File: src/rtl/dft_pkg.sv
// rtl/dft_pkg.sv - shared constants and FSM state type for the sliding-DFT bin scheduler
package dft_pkg;

    localparam int N_PTS_DEF   = 16;
    localparam int PTR_W_DEF   = 4;
    localparam int NBINS_DEF   = 3;
    localparam int ADDR_W_DEF  = 2;
    localparam int MUL_LAT_DEF = 2;

    typedef enum logic [1:0] {
        IDLE  = 2'd0,
        ISSUE = 2'd1,
        DRAIN = 2'd2
    } sched_state_e;

endpackage

File: src/rtl/dft_tag_pipe.sv
// rtl/dft_tag_pipe.sv - valid+tag delay line aligning MAC operand strobes to multiplier writeback
module dft_tag_pipe #(
    parameter int DEPTH = 2,
    parameter int TAG_W = 2
) (
    input  logic             clk,
    input  logic             flush_i,
    input  logic             valid_i,
    input  logic [TAG_W-1:0] tag_i,
    output logic             valid_o,
    output logic [TAG_W-1:0] tag_o
);

    logic [DEPTH-1:0] valid_q;
    logic [TAG_W-1:0] tag_q [DEPTH];

    always_ff @(posedge clk) begin
        if (flush_i) begin
            for (int i = 0; i < DEPTH; i++) begin
                valid_q[i] <= 1'b0;
                tag_q[i]   <= '0;
            end
        end else begin
            valid_q[0] <= valid_i;
            tag_q[0]   <= tag_i;
            for (int i = 1; i < DEPTH; i++) begin
                valid_q[i] <= valid_q[i-1];
                tag_q[i]   <= tag_q[i-1];
            end
        end
    end

    assign valid_o = valid_q[DEPTH-1];
    assign tag_o   = tag_q[DEPTH-1];

endmodule

File: src/rtl/dft_bin_sched.sv
// rtl/dft_bin_sched.sv - per-sample bin sequencer for the sliding-DFT envelope datapath
module dft_bin_sched
    import dft_pkg::*;
#(
    parameter int N_PTS   = N_PTS_DEF,
    parameter int PTR_W   = PTR_W_DEF,
    parameter int NBINS   = NBINS_DEF,
    parameter int ADDR_W  = ADDR_W_DEF,
    parameter int MUL_LAT = MUL_LAT_DEF
) (
    input  logic              clk,
    input  logic              rst,
    input  logic              clr,
    input  logic              samp_valid,
    output logic              samp_ready,
    output logic              dl_rd,
    output logic              dl_wr,
    output logic [PTR_W-1:0]  dl_addr,
    output logic              rom_rd,
    output logic [ADDR_W-1:0] rom_raddr,
    output logic              acc_load,
    output logic [ADDR_W-1:0] acc_bin,
    output logic              wb_en,
    output logic [ADDR_W-1:0] wb_bin,
    output logic              win_full,
    output logic              done,
    output logic              env_valid
);

    localparam logic [ADDR_W-1:0] LAST_BIN = ADDR_W'(NBINS - 1);
    localparam logic [PTR_W-1:0]  LAST_PTR = PTR_W'(N_PTS - 1);
    localparam logic [PTR_W:0]    CNT_FULL = (PTR_W + 1)'(N_PTS);

    sched_state_e      state_q, state_d;
    logic [ADDR_W-1:0] bin_q;
    logic [PTR_W-1:0]  dl_addr_q;
    logic [PTR_W:0]    cnt_q;
    logic              dl_wr_q, acc_q, done_q;
    logic [ADDR_W-1:0] acc_bin_q;
    logic              wb_v;
    logic [ADDR_W-1:0] wb_t;
    logic              flush, wb_last;

    assign flush   = rst | clr;
    assign wb_last = wb_v && (wb_t == LAST_BIN);

    always_ff @(posedge clk) begin
        if (flush) state_q <= IDLE;
        else       state_q <= state_d;
    end

    always_comb begin
        state_d = state_q;
        case (state_q)
            IDLE:    if (samp_valid && samp_ready) state_d = ISSUE;
            ISSUE:   if (bin_q == LAST_BIN)        state_d = DRAIN;
            DRAIN:   if (wb_last)                  state_d = IDLE;
            default: state_d = IDLE;
        endcase
    end

    // Every strobe is forced low during rst/clr so an abort is visible in its own cycle.
    always_comb begin
        samp_ready = (state_q == IDLE) && !flush;
        rom_rd     = (state_q == ISSUE) && !flush;
        rom_raddr  = rom_rd ? bin_q : '0;
        dl_rd      = rom_rd && (bin_q == '0);
        dl_wr      = dl_wr_q && !flush;
        dl_addr    = flush ? '0 : dl_addr_q;
        acc_load   = acc_q && !flush;
        acc_bin    = acc_load ? acc_bin_q : '0;
        wb_en      = wb_v && !flush;
        wb_bin     = wb_en ? wb_t : '0;
        done       = done_q && !flush;
        win_full   = !flush && ((cnt_q == CNT_FULL) ||
                                (done_q && (cnt_q == CNT_FULL - 1'b1)));
        env_valid  = done && win_full;
    end

    always_ff @(posedge clk) begin
        if (flush) begin
            bin_q     <= '0;
            dl_addr_q <= '0;
            cnt_q     <= '0;
            dl_wr_q   <= 1'b0;
            acc_q     <= 1'b0;
            acc_bin_q <= '0;
            done_q    <= 1'b0;
        end else begin
            bin_q     <= ((state_q == ISSUE) && (bin_q != LAST_BIN)) ? bin_q + ADDR_W'(1) : '0;
            dl_wr_q   <= dl_rd;
            acc_q     <= rom_rd;
            acc_bin_q <= rom_raddr;
            done_q    <= wb_last;
            if (done_q) begin
                dl_addr_q <= (dl_addr_q == LAST_PTR) ? '0 : dl_addr_q + PTR_W'(1);
                if (cnt_q != CNT_FULL) cnt_q <= cnt_q + 1'b1;
            end
        end
    end

    dft_tag_pipe #(
        .DEPTH (MUL_LAT),
        .TAG_W (ADDR_W)
    ) u_wb_pipe (
        .clk     (clk),
        .flush_i (flush),
        .valid_i (acc_load),
        .tag_i   (acc_bin),
        .valid_o (wb_v),
        .tag_o   (wb_t)
    );

endmodule
File: config.mk
export PLATFORM = sky130hd
export DESIGN_NAME = dft_bin_sched
export DESIGN_NICKNAME = d
export VERILOG_FILES = /design/src/rtl/dft_pkg.sv /design/src/rtl/dft_tag_pipe.sv /design/src/rtl/dft_bin_sched.sv
export SDC_FILE = /design/constraint.sdc
export NUM_CORES = 1
export LEC_CHECK = 0
export ABC_AREA = 1
export CAP_MARGIN = 20
export CORE_MARGIN = 10
export CORE_UTILIZATION = 49
export DETAILED_ROUTE_END_ITERATION = 8
export PLACE_DENSITY = 0.73
export SETUP_SLACK_MARGIN = 0.2
export SLEW_MARGIN = 20
export SYNTH_ARGS = -nofsm -noshare
export SYNTH_HDL_FRONTEND = slang
export SYNTH_SLANG_ARGS = --single-unit
export TNS_END_PERCENT = 1
File: constraint.sdc
create_clock -name clk -period 1.65 [get_ports clk]
set_input_delay 0.33 -clock clk [delete_from_list [all_inputs] [get_ports clk]]
set_output_delay 0.33 -clock clk [all_outputs]
set_load 0.005 [all_outputs]
# == After elaboration in Yosys (flattened, before gate mapping) ==
# Memories as Yosys holds them, arrays and structs flattened.
# Cells that the tools add are included.
# totals
ff_bits,20
ram_bits,4
input_bits,4
out_inout_bits,19
word_cells,63
memories,1
# classes
n_addsub,3
n_eq_ne,12
n_mux,14
n_bitwise,4
n_reduce_logical,20
# mem_list
name,depth,word_bits,rd,rd_ports_with_merged_regs,write_ports,line,source
u_wb_pipe.tag_q,2,2,2,0,2,dft_tag_pipe.sv:15,logic [TAG_W-1:0] tag_q [DEPTH];
# op_table
op,n
2-to-1 mux 2 bit,8
logical AND 1 bit,13
2-to-1 mux 4 bit,2
inequality test 2 bit (second input constant),4
== test 2 bit (second input constant),3
case mux 2 bit (3 select lines),1
adder 5 x 1 -> 5 bit (second input constant),1
== test 5 x 4 -> 1 bit (second input constant),1
== test 5 bit (second input constant),1
inequality test 5 bit (second input constant),1
adder 4 x 1 -> 4 bit (second input constant),1
== test 4 bit (second input constant),1
logical NOT 2 bit,2
2-to-1 mux 1 bit,3
bitwise OR 1 bit,3
AND reduction 3 bit,1
adder 2 x 1 -> 2 bit (second input constant),1
== test 2 x 1 -> 1 bit (second input constant),1
AND reduction 2 bit,1
OR reduction 2 bit,1
logical NOT 1 bit,1
logical OR 1 bit,1
NOT 1 bit,1

# == Depth between registers and ports, before layout ==
# Gate-level depths: netlist (run 1).
# depth
depth_word,6
mapped_depth,9
mapped_depth_nobuf,9

# == Cells and area by module ==
# A second synthesis (run 1) with hierarchy kept.
# unflattened
hier_cells,150
hier_area_um2,1094.8
# modules_own_cells
module,n_inst,cells_per_inst,area_each_um2,seq_area_each_um2
dft_bin_sched,1,130,914.6,360.3
dft_tag_pipe,1,20,180.2,120.1

# == Worst setup path before layout (run 1) ==
# Ideal clock, no wire load.
# synth_timing
kind,reg2out
startpoint,register cnt_q[1]
endpoint,output env_valid
arrival_time_ps,1099
required_ps,1320
slack_ps,221
stages_incl_launch_ff,7
n_path_buf,0
cell_sequence,dfxtp_1 -> ha_1 -> inv_1 -> nor3_1 -> ha_1 -> inv_1 -> a211oi_2
# synth_between
elab_chain_cells,5
elab_cells_between_ends,6
cone_classes,eq/ne (2); reduce/logical (4)
# synth_lines
item,line,source
from (decl),dft_bin_sched.sv:37,logic [PTR_W:0] cnt_q;
from (signal assigned),dft_bin_sched.sv:97,if (cnt_q != CNT_FULL) cnt_q <= cnt_q + 1'b1;
== test 5 x 4 -> 1 bit,dft_bin_sched.sv:76,(done_q && (cnt_q == CNT_FULL - 1'b1)));
logical AND 1 bit,dft_bin_sched.sv:76,
logical OR 1 bit *,dft_bin_sched.sv:75,win_full = !flush && ((cnt_q == CNT_FULL) ||
logical AND 1 bit *,dft_bin_sched.sv:75,
logical AND 1 bit *,dft_bin_sched.sv:77,env_valid = done && win_full;
to (decl),dft_bin_sched.sv:27,output logic env_valid
# Mark *: on every way between the ends. The rest lies on a longest branch, timed or not.

# == Final worst setup path (run 1) ==
# Same ends and word-level chain as after synthesis.

==> flow_summary.yaml, run 1 <==
die:
  rows: 17
  num_io_pins: 23
  die_area_um2: 4610
  die_w_um: 67.9
  core_area_um2: 2190
  start_util: 0.513
  die_height_um: 67.9
cells_and_area:
  area_delta_synth_final_pct: 46.7
  diodes: 0
  regArea_um2: 489
  layout-drive-gt1-share: 0.477
  final_nets: 206
  utilization: 0.752
  fillers: 179
  multiInputGateArea_um2: 578
clock_network:
  cts_max_level: 1
  insertion_delay_ns: 0.33
  cts_tree: "yes"
  clock-root-buffer: "clkbuf_4"
  path_clk_slew_ns: 0.14
  hold_buffers: 0
  clock-sinks: 24
  cts_buffers: 3
  cts.path.max_buffers: 2
logic_synthesis:
  synth_most_common_cell: "inv_1"
  syn_nets: 159
  seq_area_frac_synth: 0.428
  ys.flop_type: "dfxtp_1"
  synthArstFlopShare: 0
  synth_cell_types: 23
  yosys-top-cells-area: "dfxtp_1 (43%), inv_1 (10%), nor2_1 (8.0%)"
  synthTopCellsByCount: "inv_1 (31), dfxtp_1 (24), nor2_1 (24)"
  netlist_area_um2: 1120
  yosys_register_bits: 24
  synth_edf_count: 0
  yosysWarnings: 0
  synth_top_area_frac: 0.428
  syn_area_per_cell_um2: 7.54
  synth_largest_area_cell: "dfxtp_1"
  synthCells: 149
placement:
  dp_hpwl_mm: 1.96
  gp_routability_congestion: 0.708
  dp_slack_ns: -0.532
  io_buffers: 22
min_path:
  hold_class: "reg -> reg"
grt:
  grt_max_degree: 15
  grt_overflow_total: 0
  first_global_vias: 1093
  grt_pass1_wl_mm: 4.86
  antenna_found_initial: 0
  globalRouteTotalUtil: 0.136
routing:
  drc: 0
  drt_iter0_markers: 47
  wire_per_inst_um: 13.8
  totalWireLength_mm: 3.07
  drt_pre_antenna_iters: 4
  via_count: 1094
  final_antenna_net_count: 0
  vias_per_cell: 4.91
timing:
  timing.final.crit_share: 1.14
  fmax_mhz: 533
  finalSetupViolations: 2
  clock_skew_ns: 0.000967
  fin_ws_ns: -0.227
  tightest_slew_ns: 0.172
  slew_headroom: 0.885
  rsz0062_at_grt: "yes"
  hold_viol: 0
  fin_crit_ns: 1.88
  final_max_slew_viol_count: 0
status:
  violations: "negative setup slack"
  status: "finished with violations"
power_and_ir_drop:
  leakage_nw: 0.718
  power.density_nw_per_um2: 664
  ir_drop_mv: 0.493
worst_setup_path:
  worstSetupPathType: "reg -> out"
  critPathCaptureType: "output pin"
  cp_max_fo: 2
  startpoint_type: "register"
  cp.required_ns: 1.32
  arrival_ns: 1.55
run:
  drv_cap: 0
[flip-flops by register name, indices dropped and copies added (netlist names)]
signal             count
done_q                 1
dl_addr_q              4
acc_q                  1
u_wb_pipe.tag_q        4
dl_wr_q                1
state_q                2
cnt_q                  5
bin_q                  2
acc_bin_q              2
u_wb_pipe.valid_q      2
[final cells by class]
| type | count | area share |
|---|---|---|
| clock buffers | 3 | 0.0137 |
| clock inverters | 1 | 0.0182 |
| inverters | 33 | 0.0797 |
| multi-input cells | 88 | 0.351 |
| flip-flops and latches | 24 | 0.297 |
| well taps | 28 | 0.0213 |
| repair buffers | 46 | 0.219 |
[per-stage QoR]
step | hold slack [ns] | total power [mW] | cells | instance area [um^2] | TNS (ns)
after detailed placement | 0.408 | 0.639 | 214 | 1490 | -8.75
after global routing | 0.434 | 1.13 | 223 | 1650 | -0.545
after global placement | 0.396 | 0.637 | 214 | 1490 | -8.07
final | 0.415 | 1.09 | 223 | 1650 | -0.377
after CTS | 0.418 | 1.07 | 223 | 1600 | -0.507
after floorplan | 0.390 | 0.617 | 149 | 1120 | 0
[routing by layer]
layer / vias up / track usage / routed length (um)
met5: - / 0 / 0
met4: 0 / 0.0678 / 64
met3: 7 / 0.0506 / 255
met2: 35 / 0.239 / 1650
met1: 503 / 0.138 / 1100
li1: 549 / - / -
[worst max-delay path, cell delays in order (launching register included)]
cell and delay (ns):
dfxtp_2 0.38, ha_4 0.14, inv_2 0.04, nor3_2 0.10, ha_2 0.19, inv_2 0.04
a211oi_2 0.20, buf_2 0.14
[placed cells by master, fill, tap and decap left out, types with 3 or more instances in the layout]
cell type,instances
and3_1,3
inv_1,23
nand2_1,18
nor2_4,3
dfxtp_1,17
nand3_1,11
buf_2,16
dfxtp_2,7
clkbuf_4,3
buf_4,18
inv_2,8
nor2_1,16
a21oi_1,4
nand4_1,3
nor2_2,9
buf_6,9
[power by group]
part	total, mW	leakage (nW)	internal (mW)	switching, mW
clock network	0.438	0.0279	0.246	0.192
registers	0.582	0.197	0.581	0.00129
logic	0.0733	0.494	0.0400	0.0333
total	1.09	0.718	0.867	0.227
[logic make-up after synthesis]
logic type      count (synthesis)  synth area share
simple gates                   72             0.306
flops                          24             0.428
buf+inv                        37             0.141
compound gates                 10            0.0579
fa+ha+maj                       6            0.0668
[what timing repair did]
action	4_1_cts	5_1_grt
setup buffers	5	0
gates resized for setup	113	24
endpoints found under the setup margin	19	19
pin swaps	10	11
[path summary, 6_finish.rpt]
| kind | cells past startpoint | slack (ns) | end | startpoint |
|---|---|---|---|---|
| worst max-delay path | 7 | -0.23 | env_valid | cnt_q[1] |
| worst min-delay path | 1 | 0.42 | bin_q[0] | bin_q[0] |
| worst max register to register | 11 | 0.24 | cnt_q[3] | cnt_q[0] |
| worst min register to register | 1 | 0.42 | bin_q[0] | bin_q[0] |
Note: power is estimated with default switching activity, not from simulation.
==> run 2: changes to the inputs <==
Settings changed: CORE_UTILIZATION 49 to 45, PLACE_DENSITY 0.73 to 0.7.
Clock period 1.65 ns to 1.6 ns, I/O delays scaled along.
==> flow_summary.yaml, run 2 (same netlist as run 1, synthesis figures left out) <==
timing:
  fin_ws_ns: -0.238
  timing.final.crit_share: 1.15
  finalSetupViolations: 2
  fin_crit_ns: 1.84
  hold_viol: 0
  tightest_slew_ns: 0.213
  slew_headroom: 0.858
  clock_skew_ns: 0.00267
  tns_ns: -0.461
  fmax_mhz: 544
  final_max_slew_viol_count: 0
  rsz0062_at_grt: "yes"
run:
  drv_cap: 0
placement:
  io_buffers: 22
  dp_hpwl_mm: 1.96
  placed_cells: 217
  gp_routability_congestion: 0.780
  dp_slack_ns: -0.534
grt:
  first_global_vias: 1035
  grt_max_degree: 15
  globalRouteTotalUtil: 0.104
  grt_pass1_wl_mm: 4.30
  grt_overflow_total: 0
  antenna_found_initial: 0
cells_and_area:
  regMostFlops: "cnt_q"
  area_delta_synth_final_pct: 46.1
  final_nets: 204
  final_cell_mix: "inv_1 (25), nand2_1 (17), buf_2 (16)"
  stdcell_count: 223
  largest_reg_flops: 5
  layout-drive-gt1-share: 0.477
  diodes: 0
  largestRegisters: "cnt_q (5), dl_addr_q (4), u_wb_pipe.tag_q (4)"
  fillers: 196
  final_common_cell: "inv_1"
clock_network:
  clock-sinks: 24
  cts_tree: "yes"
  path_clk_slew_ns: 0.13
  insertion_delay_ns: 0.32
  cts.path.max_buffers: 2
  cts_buffers: 3
  clock-root-buffer: "clkbuf_4"
  cts_max_level: 1
worst_setup_path:
  reg2reg_from: "cnt_q[0]"
  critPathMaxStageDelay_ns: 0.38
  crit_buf_inv: 3
  critPathCaptureType: "output pin"
  r2r-end: "cnt_q[4]"
  critPathTopFamily: "flip-flops"
  cp_cell_sequence: "ha_4 -> inv_1 -> nor3_2 -> ha_2 -> inv_2 -> a211oi_2 -> buf_2"
  worstSetupPathType: "reg -> out"
  cp_slowest_cell: "dfxtp_2"
  r2r_setup_slack_ns: 0.26
  reg2reg_depth: 10
  startpoint_type: "register"
  cp_max_fo: 2
  cp.required_ns: 1.28
  arrival_ns: 1.52
die:
  die_height_um: 70.0
  core_area_um2: 2430
  die_w_um: 70.0
  num_io_pins: 23
  die_area_um2: 4900
  rows: 18
  start_util: 0.462
min_path:
  hold-path-endpoint: "bin_q[0]"
  hold_class: "reg -> reg"
  min_from: "bin_q[0]"
  min_delay_path_depth: 1
routing:
  drt_iter0_markers: 30
  via_count: 1049
  vias_per_cell: 4.70
  totalWireLength_mm: 2.53
  wire_per_inst_um: 11.4
  drt_pre_antenna_iters: 4
  final_antenna_net_count: 0
  drc: 0
status:
  violations: "negative setup slack"
  status: "finished with violations"
power_and_ir_drop:
  leakage_nw: 0.724
  power.density_nw_per_um2: 677
  ir_drop_mv: 0.788
  p_total_mw: 1.11
## run 2: layout make-up
cell class	count	area (um^2)	share of cell area
clock buffers	3	22.5	0.0137
clock inverters	1	30.0	0.0183
inverters	33	131	0.0800
multi-input cells	88	578	0.352
flip-flops and latches	24	497	0.303
well taps	30	37.5	0.0229
repair buffers	44	345	0.210
## run 2: stage by stage
step | hold slack [ns] | utilization | area [um^2]
finish | 0.410 | 0.675 | 1640
global route | 0.428 | 0.675 | 1640
CTS | 0.413 | 0.638 | 1550
detailed placement | 0.402 | 0.620 | 1510
global placement | 0.396 | 0.620 | 1510
floorplan | 0.390 | - | 1130
## run 2: metal layers
layer	GRT usage	routed length [um]	share of wire
met1	0.107	1090	0.43
met2	0.185	1280	0.50
met3	0.0353	117	0.046
met4	0.0461	44	0.017
met5	0	0	0
## run 2: power by group
group	total, mW	switching [mW]	internal (mW)
sequential	0.599	0.00134	0.597
clock	0.441	0.187	0.253
combinational	0.0713	0.0333	0.0380
total	1.11	0.222	0.889
## run 2: worst max-delay path by stage
stage	startpoint	to	depth (start not counted)
floorplan	cnt_q[0]	env_valid	6
global placement	clr	env_valid	6
detailed placement	clr	samp_ready	6
CTS	cnt_q[0]	env_valid	7
global route	cnt_q[0]	env_valid	8
finish	cnt_q[0]	env_valid	7
## run 2: repair_timing
item,4_1_cts,5_1_grt
gates resized for setup,102,35
hold buffers,0,0
endpoints found under the setup margin,19,21
setup buffers,2,0
pin swaps,4,9
==> run 3: changes to the inputs <==
Settings changed: CAP_MARGIN 20 to default, CORE_UTILIZATION 45 to 49, PLACE_DENSITY 0.7 to 0.73.
Clock period 1.6 ns to 1.8 ns, I/O delays scaled along.
==> flow_summary.yaml, run 3 (same netlist as run 1, synthesis figures left out) <==
grt:
  grt_pass1_wl_mm: 4.79
  grt_overflow_total: 0
  first_global_vias: 1096
  grt_max_degree: 15
  globalRouteTotalUtil: 0.132
  antenna_found_initial: 0
timing:
  rsz0062_at_grt: "yes"
  slew_headroom: 0.820
  final_max_slew_viol_count: 0
  tightest_slew_ns: 0.269
  fin_ws_ns: -0.111
  clock_skew_ns: 0.00554
  hold_viol: 0
  fin_crit_ns: 1.91
  fmax_mhz: 523
  timing.final.crit_share: 1.06
  finalSetupViolations: 2
routing:
  top_layer_used: "met4"
  via_count: 1088
  route.met2.wl_mm: 1.52
  wire_per_inst_um: 13.0
  final_antenna_net_count: 0
  drt_pre_antenna_iters: 4
  wl_met1_mm: 1.08
  drc: 0
  wl_met3_um: 240
  vias_per_cell: 4.90
  drt_iter0_markers: 52
  totalWireLength_mm: 2.89
min_path:
  min_from: "bin_q[0]"
  hold_class: "reg -> reg"
  hold-path-endpoint: "bin_q[0]"
  min_delay_path_depth: 1
placement:
  gp_routability_congestion: 0.708
  dp_hpwl_mm: 1.97
  io_buffers: 22
  placed_cells: 214
  dp_slack_ns: -0.439
clock_network:
  insertion_delay_ns: 0.32
  cts_tree: "yes"
  clock-sinks: 24
  cts_buffers: 3
  cts.path.max_buffers: 2
  clock-root-buffer: "clkbuf_4"
  path_clk_slew_ns: 0.14
  cts_max_level: 1
cells_and_area:
  final_nets: 205
  layout-drive-gt1-share: 0.438
  area_delta_synth_final_pct: 41.0
  regMostFlops: "cnt_q"
  largestRegisters: "cnt_q (5), dl_addr_q (4), u_wb_pipe.tag_q (4)"
  diodes: 0
  final_cell_mix: "inv_1 (23), dfxtp_1 (20), nand2_1 (18), buf_2 (18), buf_4 (18)"
  stdcell_count: 222
  largest_reg_flops: 5
  final_common_cell: "inv_1"
worst_setup_path:
  cp_max_fo: 2
  worstSetupPathType: "reg -> out"
  arrival_ns: 1.55
  critPathCaptureType: "output pin"
  cp.required_ns: 1.44
  startpoint_type: "register"
  cp-startpoint: "cnt_q[1]"
  r2r_setup_slack_ns: 0.45
  reg2reg_from: "cnt_q[0]"
  r2r-end: "cnt_q[0]"
  reg2reg_depth: 10
power_and_ir_drop:
  p_clk_frac: 0.403
  ir_drop_mv: 0.452
  leakage_nw: 0.722
  p_seq_frac: 0.537
  p_int_mw: 0.786
  switchingPower_mw: 0.204
  combPwrFrac: 0.060
  power.density_nw_per_um2: 625
  switching_share: 0.206
die:
  num_io_pins: 23
  rows: 17
  die_area_um2: 4610
  die_w_um: 67.9
  start_util: 0.513
  die_height_um: 67.9
  core_area_um2: 2190
status:
  violations: "negative setup slack"
  status: "finished with violations"
run:
  drv_cap: 0
[run 3: cell count changes in the layout (fill, tap and decap cells not counted), moves of 3 or more]
cell     change
dfxtp_1      +7
dfxtp_2      -7
buf_6        -6
buf_4        +3
inv_2        +3
nor2_4       -3
[run 3: critical path, cell delays in order (launching register included)]
cell and delay, ns:
dfxtp_2 0.38, ha_4 0.14, inv_2 0.05, nor3_4 0.10, ha_2 0.19, inv_2 0.04, a211oi_2 0.20, buf_2 0.14
[run 3: how the worst max path moves through the flow]
stage	endpoint	slack, ns
after detailed placement	env_valid	-0.44
after floorplan	env_valid	0.34
after CTS	env_valid	-0.17
after global placement	done	-0.40
final	env_valid	-0.11
after global routing	env_valid	-0.20
[run 3: stage by stage]
step / utilization / hold WS (ns) / instance area (um^2) / total power, mW / TNS (ns)
global route: 0.723 / 0.444 / 1580 / 1.02 / -0.315
floorplan: - / 0.390 / 1120 / 0.566 / 0
finish: 0.723 / 0.421 / 1580 / 0.991 / -0.145
CTS: 0.719 / 0.418 / 1580 / 0.985 / -0.291
detailed placement: 0.678 / 0.409 / 1490 / 0.586 / -7.06
global placement: 0.678 / 0.396 / 1490 / 0.584 / -6.36
[run 3: repair_timing]
action,in CTS,in global routing
endpoints found under the hold margin,0,0
buffers inserted,4,0
setup endpoints to repair,19,17
gates resized for setup,106,17
hold buffers,0,0
pin swaps,9,6
gates cloned,0,0
[run 3: layout make-up]
class	count	area [um^2]
tap	28	35.0
fill	179	607
multi-input combinational	88	562
inverter	33	126
timing repair buffer	45	320
clock buffer	3	22.5
sequential	24	488
clock inverter	1	30.0
[run 3: power by group through the flow]
stage          combinational (mW)  sequential (mW)  clock (mW)
4_1_cts                    0.0541            0.533       0.397
5_1_grt                    0.0634            0.533       0.423
6_report                   0.0595            0.532       0.399
3_5_place_dp               0.0413            0.545           0
3_3_place_gp               0.0395            0.545           0
2_1_floorplan              0.0210            0.545           0
[run 3: layer usage]
metal,track usage,up-vias
li1,-,547
met3,0.0473,8
met4,0.0452,0
met1,0.136,496
met5,0,-
met2,0.242,37
